[src/rtl/reg_bank_burst.sv]
// Host-visible configuration register bank with a level-strobe address/data
// handshake, optional auto-increment bursts, out-of-range error pulse,
// synchronous clear and the current address pointer exposed on addr_out.
module reg_bank_burst #(
  parameter int DATA_W = 8,
  parameter int ADDR_W = 8,
  parameter int DEPTH  = 256,
  parameter int WRAP   = 1
) (
  input  logic              clk,
  input  logic              rst,
  input  logic [DATA_W-1:0] data_in,
  input  logic              read,
  input  logic              write,
  input  logic              auto_inc,
  input  logic              clear,
  output logic [DATA_W-1:0] data_out,
  output logic              valid,
  output logic              err,
  output logic              busy,
  output logic [ADDR_W-1:0] addr_out
);

  // Index width actually needed to select one of DEPTH registers.
  localparam int IDX_W = (DEPTH > 1) ? $clog2(DEPTH) : 1;
  // One extra bit so DEPTH itself is representable for the range check.
  localparam logic [DATA_W:0]   DEPTH_CMP = (DATA_W + 1)'(DEPTH);
  localparam logic [ADDR_W-1:0] LAST_ADDR = ADDR_W'(DEPTH - 1);

  typedef enum logic [1:0] {
    IDLE    = 2'd0,
    WR_HOLD = 2'd1,
    RD_HOLD = 2'd2,
    ARMED   = 2'd3
  } state_t;

  state_t              state_reg;
  logic [ADDR_W-1:0]   addr_reg;
  logic                burst_reg;
  logic [DATA_W-1:0]   data_out_reg;
  logic                valid_reg;
  logic                err_reg;
  logic [DATA_W-1:0]   regs [DEPTH];

  // Result of finishing a transfer: where the pointer and FSM go next.
  state_t              adv_state_next;
  logic [ADDR_W-1:0]   adv_addr_next;
  logic                adv_burst_next;
  logic                adv_err_next;
  logic                in_range;

  // The full data_in value is checked, so stray upper bits count as out of range.
  assign in_range = ({1'b0, data_in} < DEPTH_CMP);

  // Advance rule applied when a held strobe is released.
  always_comb begin
    adv_state_next = IDLE;
    adv_addr_next  = addr_reg;
    adv_burst_next = burst_reg;
    adv_err_next   = 1'b0;
    if (burst_reg) begin
      if (addr_reg != LAST_ADDR) begin
        adv_addr_next  = addr_reg + ADDR_W'(1);
        adv_state_next = ARMED;
      end else if (WRAP != 0) begin
        adv_addr_next  = '0;
        adv_state_next = ARMED;
      end else begin
        adv_err_next   = 1'b1;
        adv_burst_next = 1'b0;
        adv_state_next = IDLE;
      end
    end
  end

  // Handshake FSM, register storage and registered outputs.
  always_ff @(posedge clk) begin
    if (rst) begin
      state_reg    <= IDLE;
      addr_reg     <= '0;
      burst_reg    <= 1'b0;
      data_out_reg <= '0;
      valid_reg    <= 1'b0;
      err_reg      <= 1'b0;
      for (int i = 0; i < DEPTH; i++) regs[i] <= '0;
    end else begin
      err_reg <= 1'b0;
      if (clear) begin
        // data_out and the pointer are deliberately kept across a clear.
        for (int i = 0; i < DEPTH; i++) regs[i] <= '0;
        state_reg <= IDLE;
        valid_reg <= 1'b0;
        burst_reg <= 1'b0;
      end else begin
        case (state_reg)
          IDLE: begin
            if (read ^ write) begin
              if (in_range) begin
                addr_reg  <= data_in[ADDR_W-1:0];
                valid_reg <= 1'b1;
                burst_reg <= auto_inc;
                if (read) begin
                  data_out_reg <= regs[data_in[IDX_W-1:0]];
                  state_reg    <= RD_HOLD;
                end else begin
                  state_reg    <= WR_HOLD;
                end
              end else begin
                err_reg <= 1'b1;
              end
            end
          end
          WR_HOLD: begin
            // Data is taken on the cycle write drops; read is ignored here.
            if (!write) begin
              regs[addr_reg[IDX_W-1:0]] <= data_in;
              valid_reg <= 1'b0;
              state_reg <= adv_state_next;
              addr_reg  <= adv_addr_next;
              burst_reg <= adv_burst_next;
              err_reg   <= adv_err_next;
            end
          end
          RD_HOLD: begin
            if (!read) begin
              valid_reg <= 1'b0;
              state_reg <= adv_state_next;
              addr_reg  <= adv_addr_next;
              burst_reg <= adv_burst_next;
              err_reg   <= adv_err_next;
            end
          end
          ARMED: begin
            if (read && !write) begin
              data_out_reg <= regs[addr_reg[IDX_W-1:0]];
              valid_reg    <= 1'b1;
              state_reg    <= RD_HOLD;
            end else if (write && !read) begin
              valid_reg <= 1'b1;
              state_reg <= WR_HOLD;
            end else if (!read && !write && !auto_inc) begin
              burst_reg <= 1'b0;
              state_reg <= IDLE;
            end
          end
          default: state_reg <= IDLE;
        endcase
      end
    end
  end

  assign data_out = data_out_reg;
  assign valid    = valid_reg;
  assign err      = err_reg;
  assign busy     = (state_reg != IDLE);
  assign addr_out = addr_reg;

endmodule

[config.mk]
export PLATFORM = sky130hd
export DESIGN_NAME = reg_bank_burst
export DESIGN_NICKNAME = d
export VERILOG_FILES = /design/src/rtl/reg_bank_burst.sv
export SDC_FILE = /design/constraint.sdc
export NUM_CORES = 2
export LEC_CHECK = 0
export BUFFER_PORTS_ARGS = -buffer_cell sky130_fd_sc_hd__buf_2
export CORE_ASPECT_RATIO = 0.9
export CORE_UTILIZATION = 30
export DETAILED_ROUTE_END_ITERATION = 12
export MAX_ROUTING_LAYER = met4
export SETUP_SLACK_MARGIN = 0.15
export SYNTH_ARGS = -nofsm -noshare
export SYNTH_HDL_FRONTEND = slang
export SYNTH_SLANG_ARGS = --single-unit
export TNS_END_PERCENT = 20
[constraint.sdc]
create_clock -name clk -period 8.1 [get_ports clk]
set_input_delay 0.405 -clock clk [delete_from_list [all_inputs] [get_ports clk]]
set_output_delay 0.405 -clock clk [all_outputs]
set_load 0.005 [all_outputs]
==> impl_metrics.csv <==
group,metric,value,unit
timing,fin_skew,0.05704,ns
floorplan,die_x,643.0,um
worst_setup_path,slowest_delay,1.13,ns
floorplan,boundaryPins,33,
global_routing,antenna_found_initial,44,
worst_setup_path,cp.arrival,5.91,ns
detailed_routing,wire_per_inst,33.80,um
timing,finalHoldViolCount,0,
hold_path,min_path_type,"in2reg",
clock_network,cts_hold_buf,5,
worst_setup_path,required,8.94,ns
yosys,synth_largest_area_cell,"edfxtp_1",
timing,slew_violations,0,
place,dp_hpwl,270.3,mm
global_routing,gr-total-overflow,0,
detailed_routing,viasPerCell,6.277,
timing,tightest_slew,1.474,ns
cells_and_area,fin_area,0.1226,mm^2
floorplan,coreArea,0.3675,mm^2
timing,tns,0,ns
job,drv_cap,1,
clock_network,cts_root_buf,"clkbuf_16",
timing,rsz0062_at_grt,"false",
cells_and_area,seq_area,0.06208,mm^2
detailed_routing,ant_nets,0,
cells_and_area,largest_reg_flops,2048,
global_routing,grt_pass1_wl,592.6,mm
global_routing,grt.total_usage,22.84,%
yosys,syn_area,0.1109,mm^2
detailed_routing,wl,426.8,mm
floorplan,rows,211,
timing,fin_crit_sh,62.55,%
clock_network,clock-sinks,2076,
yosys,synthTopCellsByCount,"2048 x edfxtp_1, 1182 x nor2_1, 1016 x mux4_2",
cells_and_area,multi_input_area,0.04487,mm^2
yosys,synth_most_common_cell,"edfxtp_1",
worst_setup_path,crit_fanout,40,
floorplan,start_util,30.18,%
cells_and_area,nNetsFinal,7539,
cells_and_area,layout.cells.non_filler,12626,
clock_network,post_cts_resized,0,
clock_network,cts_setup_buffers,0,
detailed_routing,via_count,79250,
worst_setup_path,path_delay_family,"simple AND/OR/NAND/NOR gates",
clock_network,clk_latency,0.93,ns
timing,fin_ws,3.034,ns
pwr,power_density,217.3,mW/mm^2
cells_and_area,final_layout_size_suffix_gt1_share,21.58,%
worst_setup_path,worst_path_max_delay_cell,"and2_1",
clock_network,htree_num_levels,4,
pwr,max-vdd-ir-drop,194.0,uV
pwr,power,0.02665,W
yosys,synth_seq_cells,2076,
yosys,yosysSeqAreaShare,55.95,%
yosys,yosys-top-cells-area,"edfxtp_1 55%, mux4_2 21%, and3_1 5.5%",
clock_network,clk_pin_slew,0.06,ns
floorplan,dieHeight,578.9,um
clock_network,cts_tree,"done",
timing,relSlewSlack,1.361,%
place,portBuffers,31,
worst_setup_path,crit_type,"reg2reg",
yosys,async_flop_share,0,%
worst_setup_path,setup.worst_path.start_class,"flop",
outcome,status,"finished, violations left",
place,pre_cts_slack,3.287,ns
timing,fmax,0.1974,GHz
timing,period_needed,5.066,ns
outcome,violations,"capacitance limit",
place,placed_area,0.1152,mm^2
yosys,synth_nets,7982,
pwr,power_leakage,46.20,nW
hold_path,hp-start,"rst",
detailed_routing,drt_iter0_drc,14955,
yosys,syn_inst,7956,
yosys,avgSynthCellArea,13.94,um^2
global_routing,grt_max_degree,133,
global_routing,grt_pass1_vias,74849,
clock_network,clockBufferDepth,4,
yosys,synth_ff_type,"edfxtp_1",
worst_setup_path,path_cells,"buf_4, and2_1, a22oi_1, a31oi_1, nand3_1, o221ai_1, or3b_1, o211ai_2",
floorplan,die_area,0.3722,mm^2
yosys,yosysTopAreaCellShare,55.44,%
worst_setup_path,path_buf_inv,1,
worst_setup_path,end_kind,"flop",
detailed_routing,first_pass_iters,8,
cells_and_area,synthToLayoutAreaGrowth,10.56,%
yosys,synthDistinctLibCells,85,
yosys,ys_warn_count,0,
cells_and_area,fillers,35359,
timing,setup_viol,0,
place,dp.cells,12175,
yosys,synth_edf_count,2048,
detailed_routing,drc,0,
place,gp_congestion,0.9938,
clock_network,cts_made_buffers,230,
-- per-layer routing --
metal	vias up	global-route usage [%]	routed length, um
met1	40729	29.41	153800
met2	7054	32.86	185000
met4	0	10.89	24630
met5	-	-	0
li1	30236	-	-
met3	1231	6.881	63460
-- final cells by class --
class	instances	area share (%)
Antenna cell	38	0.07754
Clock buffer	281	4.959
Clock inverter	127	0.9968
Inverter	19	0.08570
Multi-Input combinational cell	4972	36.59
Sequential cell	2076	50.62
Tap cell	4899	4.998
Timing Repair Buffer	214	1.678
-- worst reg2reg max path: stages (launching register included) --
cell and delay, ns:
dfxtp_4 0.84, buf_4 0.76, and2_1 1.15, a22oi_1 0.35, a31oi_1 0.30, nand3_1 0.41, o221ai_1 0.70, or3b_1 0.43
o211ai_2 0.08
-- power breakdown --
group | internal [W] | switching [W]
Clock | 0.00602 | 0.00452
Combinational | 0.00120 | 0.00235
Sequential | 0.0122 | 0.000337
-- final timing paths --
check / end / slack, ns / depth (start not counted)
max: data_out[4]$_SDFFE_PP0P_ / 3.03 / 8
min: flop / 0.05 / 2
max reg2reg: data_out[4]$_SDFFE_PP0P_ / 3.03 / 8
min reg2reg: valid$_SDFFE_PP0P_ / 0.50 / 2
-- cell families (layout without fill, tap and decap cells) --
group	Yosys count	after routing	synth area share (%)
buffers and inverters	908	641	3.851
and+or+nand+nor	3089	3089	13.13
muxes	1322	1322	23.44
other	1	39	0.003381
AOI/OAI and AO/OA	548	548	3.489
adders and majority gates	12	12	0.1354
DFF	2076	2076	55.95
-- layout by cell type (no fill, tap or decap), types with 61 or more instances in the layout --
master	n
edfxtp_1	2048
nor2_1	1156
mux4_2	1016
and3_1	979
nand2_1	702
mux2i_1	259
clkbuf_16	234
buf_4	141
a21oi_1	84
o22ai_1	76
o221ai_1	61
-- per-stage QoR --
stage | hold slack, ns | utilization [%]
floorplan | 0.4679 | -
global placement | 0.4902 | 31.34
detailed placement | 0.5004 | 31.34
CTS | 0.01141 | 33.34
global route | 0.06570 | 33.36
finish | 0.05294 | 33.37
No activity file was read; power rests on OpenSTA's default activity.
